`config.mk`:
```
export PLATFORM = sky130hd
export DESIGN_NAME = proc_integration4_datapath
export DESIGN_NICKNAME = d
export VERILOG_FILES = /design/src/rtl/proc_integration4_datapath_pkg.sv /design/src/rtl/proc_integration4_datapath_alu.sv /design/src/rtl/proc_integration4_datapath.sv
export SDC_FILE = /design/constraint.sdc
export NUM_CORES = 1
export LEC_CHECK = 0
export ABC_CLOCK_PERIOD_IN_PS = 7900
export CORE_ASPECT_RATIO = 0.6
export CORE_MARGIN = 2
export CORE_UTILIZATION = 30
export CTS_CLUSTER_DIAMETER = 200
export DETAILED_ROUTE_END_ITERATION = 10
export PLACE_DENSITY_LB_ADDON = 0.3
export SKIP_CTS_REPAIR_TIMING = 1
export SYNTH_ARGS = -nofsm -noshare
export SYNTH_HDL_FRONTEND = slang
export SYNTH_HIERARCHICAL = 1
export SYNTH_SLANG_ARGS = --single-unit
```
`constraint.sdc`:
```
create_clock -name Clock -period 7.9 [get_ports Clock]
set_clock_uncertainty 0.05 [all_clocks]
set_input_delay 1.58 -clock Clock [delete_from_list [all_inputs] [get_ports Clock]]
set_output_delay 1.58 -clock Clock [all_outputs]
set_load 0.005 [all_outputs]
```
`src/rtl/proc_integration4_datapath_pkg.sv`:
```
// proc_integration4_datapath_pkg: shared widths, constants and select encodings for the datapath slice
package proc_integration4_datapath_pkg;
    localparam int DATA_W = 16;
    localparam logic [DATA_W-1:0] CONST4 = 16'h0004;
    typedef enum logic [2:0] {
        DD_ALUOUT, DD_IRSHIFT, DD_B, DD_A, DD_M, DD_CONST4, DD_ZERO6, DD_ZERO7
    } dest_data_e;
    typedef enum logic [2:0] {
        ALU_AND, ALU_ADD, ALU_SUB, ALU_OR, ALU_XOR, ALU_SLL, ALU_SRL, ALU_SRA
    } alu_op_e;
endpackage

```
`src/rtl/proc_integration4_datapath_alu.sv`:
```
// datapath_alu: 16-bit combinational ALU with signed overflow for ADD/SUB
module datapath_alu
    import proc_integration4_datapath_pkg::*;
(
    input  logic [DATA_W-1:0] a,
    input  logic [DATA_W-1:0] b,
    input  logic [2:0]        op,
    output logic [DATA_W-1:0] result,
    output logic              overflow
);
    always_comb begin
        result = '0;
        case (alu_op_e'(op))
            ALU_AND: result = a & b;
            ALU_ADD: result = a + b;
            ALU_SUB: result = a - b;
            ALU_OR:  result = a | b;
            ALU_XOR: result = a ^ b;
            ALU_SLL: result = a << b[3:0];
            ALU_SRL: result = a >> b[3:0];
            ALU_SRA: result = $unsigned($signed(a) >>> b[3:0]);
            default: result = '0;
        endcase
    end
    // Overflow when operand signs make the result sign impossible
    assign overflow = (alu_op_e'(op) == ALU_ADD) ? (a[15] == b[15]) && (result[15] != a[15]) :
                      (alu_op_e'(op) == ALU_SUB) ? (a[15] != b[15]) && (result[15] != a[15]) : 1'b0;
endmodule

```
`src/rtl/proc_integration4_datapath.sv`:
```
// proc_integration4_datapath: IR, immediate, accumulator file, A/B/M/ALUOut registers and zero flag
module proc_integration4_datapath
    import proc_integration4_datapath_pkg::*;
(
    input  logic              Clock,
    input  logic              Reset_n,
    input  logic [DATA_W-1:0] Data_In,
    input  logic              IR_Write,
    input  logic              ItypeSel,
    input  logic              Asel,
    input  logic              Awrite,
    input  logic              Bsel,
    input  logic              Bwrite,
    input  logic [2:0]        ALUcontrol,
    input  logic              ALUOutWrite,
    input  logic              iszero_write,
    input  logic [DATA_W-1:0] M_Data_In,
    input  logic              Mwrite,
    input  logic [2:0]        destData,
    input  logic [1:0]        destAddr,
    input  logic              reg_write,
    output logic [DATA_W-1:0] IR,
    output logic [DATA_W-1:0] A,
    output logic [DATA_W-1:0] B,
    output logic [DATA_W-1:0] ALU_output,
    output logic              overflow_out,
    output logic              isZero,
    output logic [DATA_W-1:0] ALUOut_output,
    output logic [DATA_W-1:0] Acc_Out,
    output logic [DATA_W-1:0] write_Data
);
    logic [DATA_W-1:0] acc [4];
    logic [DATA_W-1:0] m_reg;
    logic [DATA_W-1:0] imm;

    assign imm     = ItypeSel ? {8'h00, IR[7:0]} : {{8{IR[7]}}, IR[7:0]};
    assign Acc_Out = acc[destAddr];

    always_comb begin
        write_Data = '0;
        case (dest_data_e'(destData))
            DD_ALUOUT:  write_Data = ALUOut_output;
            DD_IRSHIFT: write_Data = {IR[11:0], 4'h0};
            DD_B:       write_Data = B;
            DD_A:       write_Data = A;
            DD_M:       write_Data = m_reg;
            DD_CONST4:  write_Data = CONST4;
            default:    write_Data = '0;
        endcase
    end

    datapath_alu u_alu (
        .a        (A),
        .b        (B),
        .op       (ALUcontrol),
        .result   (ALU_output),
        .overflow (overflow_out)
    );

    // Every load samples pre-edge values, so simultaneous strobes never see each other
    always_ff @(posedge Clock) begin
        if (!Reset_n) begin
            IR            <= '0;
            A             <= '0;
            B             <= '0;
            m_reg         <= '0;
            ALUOut_output <= '0;
            isZero        <= 1'b0;
            for (int i = 0; i < 4; i++) acc[i] <= '0;
        end else begin
            if (IR_Write)     IR            <= Data_In;
            if (Awrite)       A             <= Asel ? Acc_Out : m_reg;
            if (Bwrite)       B             <= Bsel ? imm : Acc_Out;
            if (Mwrite)       m_reg         <= M_Data_In;
            if (ALUOutWrite)  ALUOut_output <= ALU_output;
            if (iszero_write) isZero        <= (ALU_output == '0);
            if (reg_write)    acc[destAddr] <= write_Data;
        end
    end
endmodule

```
==> results of run 1 <==
through the flow:
stage | setup slack, ns | utilization, % | hold slack [ns] | instance area, µm²
2_1_floorplan | 1.82 | - | 0.429 | 10300
3_3_place_gp | 0.562 | 36.7 | 0.425 | 12400
3_5_place_dp | 0.598 | 36.7 | 0.453 | 12400
4_1_cts | 0.588 | 38.5 | 0.465 | 13000
5_1_grt | 0.297 | 38.5 | 0.482 | 13000
6_report | 0.498 | 38.5 | 0.473 | 13000
final cells by class:
class                      count  area, µm²
multi-input combinational    821       6210
sequential                   145       3550
fill                        3380      20800
inverter                      40        150
clock buffer                  18        429
antenna                        2       5.00
clock inverter                14        186
timing repair buffer         200       1900
tap                          459        574
metal layers:
metal / GRT usage, % / share of wire (%)
met1: 36.6 / 47
met2: 29.9 / 39
met3: 6.34 / 12
met4: 6.93 / 2.0
met5: 0 / 0
logic make-up after synthesis:
kind of cell	count (synthesis)	synth area share [%]
flip-flops	145	34.4
buffers and inverters	120	5.31
XOR/XNOR	23	2.03
multiplexers	143	18.3
AO/OA/AOI/OAI	306	18.6
AND/OR/NAND/NOR	299	15.2
adder cells (fa/ha/maj)	50	6.15
placed cells by master (no fill, tap or decap), types with 16 or more instances in the layout:
| master | instances |
|---|---|
| mux2i_1 | 89 |
| nor2_1 | 89 |
| xnor2_1 | 16 |
| nand3b_1 | 23 |
| mux2_2 | 17 |
| dfxtp_1 | 78 |
| clkbuf_16 | 17 |
| edfxtp_1 | 64 |
| o21ai_0 | 64 |
| clkdlybuf4s50_1 | 163 |
| inv_1 | 37 |
| ha_1 | 49 |
| a21o_1 | 18 |
| a21oi_1 | 112 |
| buf_4 | 35 |
| nand2_1 | 55 |
| nor2b_1 | 55 |
| mux4_2 | 30 |
worst max-delay path, delay by kind of cell:
kind,cells,cell delay (ns)
compound gates,4,1.47
buf+inv,4,1.45
simple gates,5,0.79
fa+ha+maj,1,0.35
xor+xnor,1,0.12
cell usage after synthesis, types with 4 or more instances:
cell type,count
a22oi_1,5
a31oi_1,13
buf_2,26
mux2_2,17
o211ai_1,13
mux2i_1,89
mux4_2,30
a211oi_1,6
a2111oi_0,6
dfxtp_1,81
xor2_1,6
inv_1,37
nand2b_1,12
nor2_1,89
o32a_1,4
clkbuf_1,40
nor3_1,10
xnor2_1,16
buf_4,5
ha_1,49
and3_1,7
o21a_1,9
nor3b_1,7
or3_1,8
nand3b_1,23
mux2_4,4
o22ai_1,6
nand2_1,55
o21ai_1,5
a222oi_1,5
nand3_1,9
o21ai_0,64
nor2b_1,55
buf_6,6
edfxtp_1,64
a32oi_1,8
a21oi_1,112
a21o_1,18
power groups by stage:
stage                     Clock, µW  Sequential, µW  Combinational, µW
after floorplan                   0             880                402
after global placement            0             915                701
after detailed placement          0             916                697
after CTS                       879             900                701
after global routing            914             905                763
final                           866             902                716
path summary, 6_finish.rpt:
kind	cells after the start	start	slack [ns]	to
worst max-delay path	15	ALUcontrol[2]	0.50	ALU_output[8]
worst max register to register	17	B[4]$_SDFFE_PN0P_	3.49	isZero$_SDFFE_PN0P_
worst min-delay path	2	isZero$_SDFFE_PN0P_	0.47	isZero$_SDFFE_PN0P_
worst min register to register	2	isZero$_SDFFE_PN0P_	0.47	isZero$_SDFFE_PN0P_
==> summary.txt, run 1 <==
Status
  • Outcome: complete, no violations

Die
  • Chip width: 243 µm
  • Die Ht: 148 µm
  • Core Region: 33800 µm²
  • Initial core utilization: 30.5%
  • Site row count: 52
  • Io pins: 166
  • Area of the die: 35900 µm²

Cells and area
  • Layout Cells excl Fill: 1699
  • Final net count: 1327
  • Share of layout cells above drive strength 1: 10.7%
  • Max FFs per register: 64
  • Area Growth Syn to Fin: 26.3%
  • Most flop-heavy register: acc

Synth
  • Synth top area share: 18.7%
  • Synth warnings: 6
  • Sequential cell area fraction in the yosys report: 34.4%
  • Synth area leader: edfxtp_1
  • #FFs+latches synth: 145
  • Post-synth cell types: 81
  • Syn_area_per_cell: 9.48 µm²
  • Main flop type after synthesis: dfxtp_1
  • Share of flip-flops with an asynchronous set or reset: 0%
  • Post-synthesis net count: 1188
  • Gate Count Post-Synth: 1086
  • Largest cells by area after synthesis: edfxtp_1, dfxtp_1, mux2i_1
  • Post-synth EDFFs: 64
  • Post-Syn Area: 10300 µm²

Clock tree
  • Clk sink count: 145
  • Clock latency on the worst-skew pair: 0.44 ns
  • H-tree levels: 4
  • Clock Pin Slew Worst Setup and Hold Paths: 0.06 ns
  • Clk root buf: clkbuf_16
  • CTS tree: yes
  • Clock buffer depth: 2
  • Number of CTS-inserted buffers: 17

Power and ir drop
  • Sequential share of power: 36.3%
  • VDD IR max: 0.167 mV
  • Pwr dens: 191 nW/µm²
  • Leak: 0.00490 µW
  • Tot Pwr: 2480 µW
  • P_sw: 802 µW
  • Clock share of power: 34.9%
  • Internal: 1680 µW
  • Switching fraction of total power: 32.3%
  • Logic gate share of total power: 28.8%

Min path
  • Hold Crit Class: flop to flop

Critical path
  • Worst Path Arrival: 5.77 ns
  • Critical path, cell by cell: clkdlybuf4s50_1 > buf_4 > nor3b_1 > buf_4 > nor2_1 > xnor2_1 > ha_1 > nor2b_1 > o31ai_1 > nand2b_1 > a21o_1 > a21boi_0 > nand3_1 > a31oi_1 > clkdlybuf4s50_1
  • Crit path kind: primary input to primary output
  • Startpoint Class: primary input
  • Crit path max-delay cell type: clkdlybuf4s50_1
  • CP Max Fanout: 21
  • Setup crit end kind: primary output
  • CP required: 6.27 ns
  • CP peak stage delay: 0.60 ns

Place
  • Hpwl dp: 31.8 mm
  • Cell Count Post-Placement: 1665
  • Port Buf Inserts: 165
  • Placer congestion estimate: 0.969

Route
  • DRC Markers: 0
  • Via count: 9732
  • Total Routed Length: 42.6 mm
  • DR vias/cell: 5.73
  • TritonRoute pass-1 iters: 8
  • DR iter-0 viols: 1591
  • WL/cell: 25.1 µm
  • ANT nets after route: 0

STA
  • Final period utilization: 93.7%
  • Final setup TNS: 0 ns
  • RSZ-0062 raised after global routing: no
  • Clock period minus worst slack: 7.40 ns
  • Fmax: 135 MHz
  • Final Hold Viols: 0
  • Relative slew slack: 25.1%
  • Final Slew Violations: 0
  • Tightest Pin Transition: 1.12 ns
  • Final setup vio count: 0

Global routing
  • First-pass GRT wire length: 61.6 mm
  • Grt ovf: 0
  • Initial antenna violation count: 4
  • Vias in the first global route: 8816
  • GRT Util Overall: 23.3%
  • Pin count of the biggest net entering global routing: 87

Run
  • Max_cap viols: 0
No activity file was read; power rests on OpenSTA's default activity.
==> inputs of run 2 (changes only) <==
- CORE_MARGIN: 2 -> default
==> run 2 against run 1 <==
Against the previous run:
- highest routed layer unchanged
- combinational power up 1%
- largest cell class unchanged
- critical path type unchanged
- first-iteration DRC count down 17%
- clock power decreased by 5.8%
- maximum frequency is 2.7% higher
==> summary.txt, run 2 (synthesized netlist as in run 1, its figures left out) <==
Status
  • Outcome: complete, no violations

Die
  • Die Ht: 146 µm (-1.4%)
  • Site row count: 52 (unchanged)
  • Chip width: 241 µm (-0.82%)
  • Io pins: 166 (unchanged)
  • Core Region: 33800 µm² (unchanged)
  • Area of the die: 35100 µm² (-2.2%)
  • Initial core utilization: 30.5% (unchanged)

Critical path
  • CP required: 6.27 ns (about the same)
  • Crit path kind: primary input to primary output
  • Worst Path Arrival: 5.58 ns (-0.19 ns)
  • Startpoint Class: primary input
  • Critical path, cell by cell: clkdlybuf4s50_1 > or3b_2 > o21ai_0 > inv_1 > ha_1 > nor2b_1 > o31a_1 > o2111ai_1 > nand2_1 > a221oi_1 > nand3_1 > a31oi_1 > clkdlybuf4s50_1
  • Top cell by count, worst path: clkdlybuf4s50_1
  • Setup crit end kind: primary output
  • CP Max Fanout: 8 (-62%)
  • Depth of the most critical reg-to-reg path: 16 (-1)
  • CP peak stage delay: 0.62 ns (+0.02 ns)
  • Setup slack, reg-to-reg: 3.47 ns (-0.02 ns)
  • Crit path max-delay cell type: clkdlybuf4s50_1

Cells and area
  • Max FFs per register: 64 (unchanged)
  • Commonest non-fill, non-tap cell in the layout: clkdlybuf4s50_1
  • Fill cells: 3369 (-0.33%)
  • Layout Utilization: 38.4% (-0.096 points)
  • Ant. Diodes: 0 (-2)
  • Most flop-heavy register: acc
  • Area Growth Syn to Fin: 26.0%
  • Most frequent cells in the layout: clkdlybuf4s50_1, a21oi_1, nor2_1, mux2i_1, dfxtp_1
  • Share of layout cells above drive strength 1: 10.7% (-0.072 points)
  • Final net count: 1326 (-0.075%)

Place
  • Port Buf Inserts: 165 (unchanged)
  • Pre-CTS WS: 0.748 ns (+0.150 ns)
  • Placer congestion estimate: 0.993 (+2.4%)
  • Hpwl dp: 31.6 mm (-0.53%)

Clock tree
  • Number of CTS-inserted buffers: 17 (unchanged)
  • H-tree levels: 4 (unchanged)
  • CTS tree: yes
  • Clk sink count: 145 (unchanged)
  • Clock Pin Slew Worst Setup and Hold Paths: 0.07 ns (about the same)
  • Clock buffer depth: 2 (unchanged)
  • Clock latency on the worst-skew pair: 0.43 ns (about the same)
  • Clk root buf: clkbuf_16

Global routing
  • First-pass GRT wire length: 61.6 mm (about the same)
  • Vias in the first global route: 8838 (+0.25%)
  • GRT Util Overall: 24.0% (+0.71 points)
  • Pin count of the biggest net entering global routing: 70 (-20%)
  • Initial antenna violation count: 2 (-2)
  • Grt ovf: 0 (unchanged)

Power and ir drop
  • Pwr dens: 188 nW/µm² (-1.6%)
  • Leak: 0.00489 µW (-0.16%)
  • VDD IR max: 0.153 mV (-8.1%)

Run
  • Max_cap viols: 0 (unchanged)

STA
  • Relative slew slack: 19.4% (-5.7 points)
  • Final Hold Viols: 0 (unchanged)
  • Final setup TNS: 0 ns (unchanged)
  • Final period utilization: 91.3% (-2.4 points)
  • Final setup vio count: 0 (unchanged)
  • Final Slew Violations: 0 (unchanged)
  • Final worst slack: 0.690 ns (+0.192 ns)
  • Fmax: 139 MHz (+2.7%)
  • RSZ-0062 raised after global routing: no
  • Tightest Pin Transition: 1.21 ns (+0.0855 ns)
  • Clock period minus worst slack: 7.21 ns (-0.192 ns)

Route
  • Total Routed Length: 42.6 mm (about the same)
  • DR iter-0 viols: 1328 (-17%)
  • TritonRoute pass-1 iters: 6 (-2)
  • WL/cell: 25.1 µm (+0.15%)
  • DRC Markers: 0 (unchanged)
  • Via count: 9592 (-1.4%)
  • DR vias/cell: 5.66 (-1.3%)
  • ANT nets after route: 0 (unchanged)

Min path
  • WHS Path Cells: 2 (unchanged)
  • Hold Crit Class: flop to flop
[run 2: changes by cell type in the layout (fill, tap and decap cells not counted), sizes merged]
cell      delta
buf          -1
bufinv       -4
clkbuf       +8
clkinv       -2
clkinvlp     -1
diode        -2
inv          -1
[run 2: critical path: cells and delay by family]
family | cells | cell delay, ns
and+or+nand+nor | 4 | 0.91
buffers and inverters | 3 | 1.27
adders and majority gates | 1 | 0.27
AOI/OAI and AO/OA | 5 | 1.55
[run 2: per-stage QoR]
stage	std cells	hold slack, ns	instance area, µm²	total power, µW
floorplan	1086	0.429	10300	1280
CTS	1696	0.452	13000	2430
global route	1696	0.507	13000	2530
global placement	1664	0.428	12400	1620
finish	1696	0.451	13000	2440
detailed placement	1664	0.433	12400	1620
[run 2: final timing paths]
check,start,to
max,ALUcontrol[1],ALU_output[13]
min,isZero$_SDFFE_PN0P_,isZero$_SDFFE_PN0P_
max reg2reg,B[0]$_SDFFE_PN0P_,isZero$_SDFFE_PN0P_
min reg2reg,isZero$_SDFFE_PN0P_,isZero$_SDFFE_PN0P_
[run 2: routing by layer]
metal  share of wire [%]  up-vias  GRT usage (%)
li1                    -     4323              -
met1                  47     4689           37.1
met2                  40      549           32.1
met3                  12       31           7.51
met4                 1.1        0           4.08
met5                   0        -              0
[run 2: area by class of cell]
cell class / count / area (µm²) / area share (%)
clock inverters: 6 / 42.5 / 0.328
inverters: 40 / 150 / 1.16
multi-input cells: 821 / 6210 / 47.9
clock buffers: 26 / 553 / 4.26
flip-flops and latches: 145 / 3550 / 27.3
well taps: 459 / 574 / 4.43
repair buffers: 199 / 1900 / 14.6
[run 2: report_power, final]
group	total (µW)	internal [µW]	switching, µW
registers	897	829	67.2
clock network	816	485	331
logic	725	325	400
total	2440	1640	798
